File: src/rtl/tester_gtx_gen.sv
// Transmit-side pattern generator for the GTX link tester: bursts of an
// incrementing 16-bit data stream separated by IDLE K-characters, with optional
// single-word error injection.
module tester_gtx_gen #(
  parameter logic [15:0] IDLE      = 16'h02bc,
  parameter logic [15:0] INIT_IDLE = 16'd64,
  parameter logic [15:0] BURST_LEN = 16'd1024,
  parameter logic [15:0] GAP_LEN   = 16'd4,
  parameter logic [15:0] START_VAL = 16'h0001
) (
  input  logic        usrclk,
  input  logic        usrrst,
  input  logic        enable,
  input  logic        err_inj,
  output logic [15:0] tx_data,
  output logic [1:0]  tx_char,
  output logic        burst_done,
  output logic [15:0] inj_cnt
);

  localparam logic [1:0] CHAR_DATA = 2'b00;
  localparam logic [1:0] CHAR_IDLE = 2'b01;

  typedef enum logic [1:0] {
    S_INIT = 2'd0,
    S_DATA = 2'd1,
    S_GAP  = 2'd2
  } state_t;

  state_t      state;
  logic [15:0] seq;
  logic [15:0] len_cnt;
  logic        inj_pend;

  // Each state emits one word per cycle; the registered outputs carry the word
  // chosen this cycle, so it appears on tx_data/tx_char one cycle later.
  // NOTE: every register here is assigned with <= so all of them update from the
  // same pre-edge values; a blocking '=' would let later lines see new values.
  always_ff @(posedge usrclk) begin
    if (usrrst) begin
      state      <= S_INIT;
      seq        <= START_VAL;
      len_cnt    <= '0;
      inj_pend   <= 1'b0;
      tx_data    <= IDLE;
      tx_char    <= CHAR_IDLE;
      burst_done <= 1'b0;
      inj_cnt    <= '0;
    end else begin
      tx_data    <= IDLE;
      tx_char    <= CHAR_IDLE;
      burst_done <= 1'b0;

      if (!enable) begin
        // Hold in init; seq and any pending injection survive the pause.
        state    <= S_INIT;
        len_cnt  <= '0;
        inj_pend <= inj_pend | err_inj;
      end else begin
        unique case (state)
          S_INIT: begin
            inj_pend <= inj_pend | err_inj;
            if (len_cnt == INIT_IDLE - 16'd1) begin
              len_cnt <= '0;
              state   <= S_DATA;
            end else begin
              len_cnt <= len_cnt + 16'd1;
            end
          end

          S_DATA: begin
            tx_char <= CHAR_DATA;
            tx_data <= inj_pend ? ~seq : seq;
            seq     <= seq + 16'd1;
            // A pending request is consumed here; a new pulse this cycle re-arms
            // it, so in both cases the next pending value is simply err_inj.
            inj_pend <= err_inj;
            if (inj_pend && (inj_cnt != 16'hFFFF)) begin
              inj_cnt <= inj_cnt + 16'd1;
            end
            if (len_cnt == BURST_LEN - 16'd1) begin
              burst_done <= 1'b1;
              len_cnt    <= '0;
              state      <= S_GAP;
            end else begin
              len_cnt <= len_cnt + 16'd1;
            end
          end

          S_GAP: begin
            inj_pend <= inj_pend | err_inj;
            if (len_cnt == GAP_LEN - 16'd1) begin
              len_cnt <= '0;
              state   <= S_DATA;
            end else begin
              len_cnt <= len_cnt + 16'd1;
            end
          end

          default: begin
            inj_pend <= inj_pend | err_inj;
            len_cnt  <= '0;
            state    <= S_INIT;
          end
        endcase
      end
    end
  end

endmodule

File: config.mk
export PLATFORM = sky130hd
export DESIGN_NAME = tester_gtx_gen
export DESIGN_NICKNAME = d
export VERILOG_FILES = /design/src/rtl/tester_gtx_gen.sv
export SDC_FILE = /design/constraint.sdc
export NUM_CORES = 1
export LEC_CHECK = 0
export CAP_MARGIN = 10
export CELL_PAD_IN_SITES_DETAIL_PLACEMENT = 2
export CELL_PAD_IN_SITES_GLOBAL_PLACEMENT = 2
export CORE_AREA = 2 2 145 91
export DETAILED_ROUTE_END_ITERATION = 8
export DIE_AREA = 0 0 147 93
export PLACE_DENSITY = 0.64
export SLEW_MARGIN = 10
export SYNTH_ARGS = -nofsm -noshare
export SYNTH_HDL_FRONTEND = slang
export SYNTH_SLANG_ARGS = --single-unit
File: constraint.sdc
create_clock -name usrclk -period 6.7 [get_ports usrclk]
set_clock_uncertainty 0.15 [all_clocks]
set_input_delay 2.01 -clock usrclk [delete_from_list [all_inputs] [get_ports usrclk]]
set_output_delay 2.01 -clock usrclk [all_outputs]
set_load 0.03 [all_outputs]
**Yosys cells after proc, flatten, opt, wreduce, memory -nomap -nowiden**

Cells that the tools add are included.

- Shift operators: 0
- Bitwise gates (word level): 4
- Multipliers: 0
- Add/subtract/negate cells: 3
- Mux-type cells: 13
- Reduce and logical (&&, ||, !) cells: 7
- Eq/ne operators: 9
- Magnitude comparators: 0
- Div/mod/pow operators: 0

Operators by type and width:

| operator | number |
|---|---|
| 16-bit two-way mux | 4 |
| 16-bit by 1-bit adder with 16-bit output, second input constant | 3 |
| 16-bit one-hot mux with 3 select lines | 1 |
| 16-bit by 10-bit equality test with 1-bit output, second input constant | 1 |
| 16-bit by 2-bit equality test with 1-bit output, second input constant | 1 |
| 16-bit by 6-bit equality test with 1-bit output, second input constant | 1 |
| 16-bit inequality test, second input constant | 1 |
| 16-bit NOT | 1 |
| 2-bit two-way mux | 3 |
| 2-bit inequality test, second input constant | 3 |
| 2-bit one-hot mux with 3 select lines | 1 |
| 3-bit AND reduction | 2 |
| 1-bit two-way mux | 4 |
| 3-bit OR reduction | 1 |
| 2-bit by 1-bit equality test with 1-bit output, second input constant | 1 |
| 2-bit equality test, second input constant | 1 |
| 2-bit zero test | 1 |
| 1-bit NOT | 2 |
| 2-bit AND reduction | 1 |
| 2-bit OR reduction | 1 |
| 1-bit logical AND | 1 |
| 1-bit OR | 1 |

- Memory bits (read-only): 0
- Bits in latches: 0
- Input bits: 4
- Memories kept: 0
- Register bits: 70
- Output and inout port bits: 35
- Bits in writable memories: 0
- Word-level logic and storage cells: 44

**Depth between registers and ports, before layout**

- Depth in word-level cells: 3
- Mapped depth: 6
- Mapped depth without buffers: 5

**Worst setup path before layout**

Ideal clock, no wire load.

- Path kind: input -> register
- Start: input usrrst
- End: register len_cnt[0]
- Setup slack: 3,127 ps
- Data arrival time: 3,353 ps
- Cell stages on the path: 6
- Data required time: 6,480 ps
- Library setup time: 70 ps
- Path buffers: 2
- Cell sequence: buf_2 nand2b_1 nor3_1 o21ai_1 buf_2 a21oi_1

- Cells in the longest elaborated chain, start to end: 1

RTL lines:

| element | RTL line | source |
|---|---|---|
| start: declaration | 12 | `input logic usrrst,` |
| 2-bit OR reduction (no line) | - |  |
| end signal: assignment | 67 | `len_cnt <= len_cnt + 16'd1;` |
| end signal: assignment | 86 | `len_cnt <= len_cnt + 16'd1;` |
| end signal: assignment | 96 | `len_cnt <= len_cnt + 16'd1;` |
| end: declaration | 32 | `logic [15:0] len_cnt;` |

No other way between the ends.
A chain may end at the register's enable or synchronous reset.

**Final worst setup path**

- Start: input usrrst
- End: register burst_done

- Cells in the longest elaborated chain, start to end: 1

RTL lines:

| element | RTL line | source |
|---|---|---|
| 3-bit OR reduction (no line) | - |  |
| end signal: assignment | 47 | `burst_done <= 1'b0;` |
| end signal: assignment | 52 | `burst_done <= 1'b0;` |
| end signal: assignment | 82 | `burst_done <= 1'b1;` |
| end: declaration | 17 | `output logic burst_done,` |

No other way between the ends.

==> metrics.csv <==
stage;metric;value;unit
status;status;completed;
cells_and_area;instances_no_fill;543;
power_and_ir_drop;powerDensity;246;nW/um^2
cts;clkLatencyLatePin;0.33;ns
placed_design;dp_cells;527;
setup_path;path_class;in2reg;
cells_and_area;regArea;1380;um^2
cells_and_area;nets;375;
floorplan;die-area;13700;um^2
routing;vias;2617;
setup_path;worstPathMaxFanout;36;
cts;clkTransAtPathRegs;0.06;ns
logic_synthesis;yosysTopAreaCell;dfxtp_1;
grt;grt_overflow;0;
cts;cts_buffers;9;
cells_and_area;fin_area;3870;um^2
logic_synthesis;synthArstFlopShare;0;%
setup_path;arrival;4.37;ns
cts;htree_levels;3;
power_and_ir_drop;intPower;756;uW
power_and_ir_drop;power.total;955;uW
cts;cts_resized;0;
timing;fin_crit_sh;63.8;%
floorplan;coreArea;12400;um^2
power_and_ir_drop;p_clk_share;54.5;%
placed_design;gp_congestion;0.748;
routing;via_per_inst;4.82;
timing;hold_violations;0;
timing;setup_slack;2.43;ns
cts;tritoncts;done;
floorplan;fp.dieH;93;um
logic_synthesis;yosysWarnings;0;
logic_synthesis;ys_ff_latch;69;
timing;tns;0;ns
logic_synthesis;synth_area_leaders;dfxtp_1, a21oi_1, xnor2_1, xor2_1, nand4_1;
run;cap_violations;0;
logic_synthesis;synth_cell_types;44;
cts;root_buffer;clkbuf_16;
cells_and_area;final_util;31.2;%
timing;max_freq;234;MHz
floorplan;initial_utilization;24.3;%
timing;tightest_slew;1.22;ns
power_and_ir_drop;leakagePower;1.24;nW
logic_synthesis;synth_top_area_share;45.9;%
timing;setup_viol;0;
setup_path;critPathLaunchType;input pin;
timing;final.min_clock_period;4.27;ns
placed_design;numPortBuffers;37;
grt;grt_max_degree;37;
logic_synthesis;ys.flop_type;dfxtp_1;
power_and_ir_drop;p_comb_share;2.3;%
cells_and_area;antenna_cells;0;
cells_and_area;area_growth;28.7;%
floorplan;io-pin-count;39;
logic_synthesis;yosysMostFrequentCell;dfxtp_1;
routing;dr.pass1.iters;4;
power_and_ir_drop;peakVddDrop;0.0000982;V
placed_design;pre_cts_ws;1.92;ns
cts;hold_buffers;0;
placed_design;hpwl;5960;um
cells_and_area;multi_input_area;1550;um^2
floorplan;placementRows;32;
power_and_ir_drop;switching_share;20.8;%
hold_path;hold_class;reg2reg;
routing;ant_nets;0;
logic_synthesis;syn_inst;332;
timing;rsz0062_at_grt;no;
timing;maxSlewViolCount;0;
power_and_ir_drop;sequentialPowerShare;43.1;%
logic_synthesis;synth_area_per_cell;9.07;um^2
cts;clk_path_buf_depth;2;
timing;hold_ws;0.340;ns
logic_synthesis;ys_seq_area_share;45.9;%
setup_path;cp.required;6.80;ns
routing;routed_wl;8690;um
logic_synthesis;syn_nets;339;
grt;antenna_found_initial;0;
power_and_ir_drop;switchingPower;199;uW
cts;clkSinkCount;69;
cells_and_area;layout-drive-gt1-share;6.43;%
grt;grtUsageTotal;13.5;%
logic_synthesis;synth-edff-count;0;
routing;wl_per_cell;16.0;um
cts;cts_setup_buffers;0;
logic_synthesis;netlist_top_cells_count;dfxtp_1, a21oi_1, nor2_1;
logic_synthesis;netlist_area;3010;um^2
grt;first_global_vias;2758;
floorplan;die_width;147;um
placed_design;place_area;3550;um^2
cells_and_area;num-fill-cells;1397;
grt;grt_first_pass_wirelength;14500;um
setup_path;crit_path_end_kind;register;
timing;slew_headroom;18.5;%
routing;drtIter0Drc;91;
routing;drcViolationCount;0;
kinds of logic after synthesis:
group           share of synthesized area, %
other cells                            0.125
compound gates                          12.6
buf+inv                                 3.16
mux                                    0.831
fa+ha+maj                               1.25
xor+xnor                                11.6
simple gates                            24.5
flops                                   45.9
sequential cells by signal, indices dropped and copies added, names as in the netlist:
name	cells
inj_cnt	16
len_cnt	16
seq	16
tx_data	16
state	2
burst_done	1
inj_pend	1
tx_char	1
area by class of cell:
class                   instances  area share [%]
inverters                       7           0.678
multi-input cells             242            39.9
clock buffers                  11            6.26
flip-flops and latches         69            35.6
repair buffers                 39            9.95
clock inverters                 5            2.10
well taps                     170            5.49
final timing paths:
kind | slack [ns] | to | startpoint | cells after the start
setup / recovery | 2.43 | burst_done | usrrst | 6
hold reg to reg | 0.34 | len_cnt[0] | len_cnt[0] | 1
hold / removal | 0.34 | len_cnt[0] | len_cnt[0] | 1
setup reg to reg | 4.19 | inj_cnt[2] | inj_cnt[0] | 5
power by group through the flow:
stage | logic [mW] | clock network, mW | registers, mW
floorplan | 0.0167 | 0 | 0.421
global placement | 0.0222 | 0 | 0.421
detailed placement | 0.0226 | 0 | 0.421
CTS | 0.0228 | 0.537 | 0.412
global route | 0.0248 | 0.557 | 0.412
finish | 0.0221 | 0.521 | 0.412
metal layers:
layer	vias to the layer above	GRT usage [%]	wire, um
li1	1272	-	-
met1	1294	18.1	4500
met2	43	21.0	3750
met3	8	4.15	336
met4	0	4.09	106
met5	-	0	0
placed cells by master, fill, tap and decap left out, types with 2 or more instances in the layout:
master           count
nor2b_1              3
a21oi_1             35
xnor2_1             20
nand4_1             18
inv_1                7
and4b_1              2
clkbuf_16            9
xor2_1              20
nor2_1              23
o31ai_1              4
and2_1               2
o21ai_0             17
clkdlybuf4s50_1     37
bufinv_16            2
nor3_1               3
ha_1                 3
dfxtp_1             69
or4_1                7
or3_1               16
buf_4                2
nor4_1               2
and3_1               6
and4_1               8
nand3_1             16
nand2_1             18
nand2b_1             3
worst max-delay path: stages:
cell             delay, ns
clkdlybuf4s50_1       0.40
buf_4                 0.26
nand2b_1              0.22
nor3_1                0.69
inv_1                 0.47
nor3_1                0.31
Note: power is estimated with default switching activity, not from simulation.
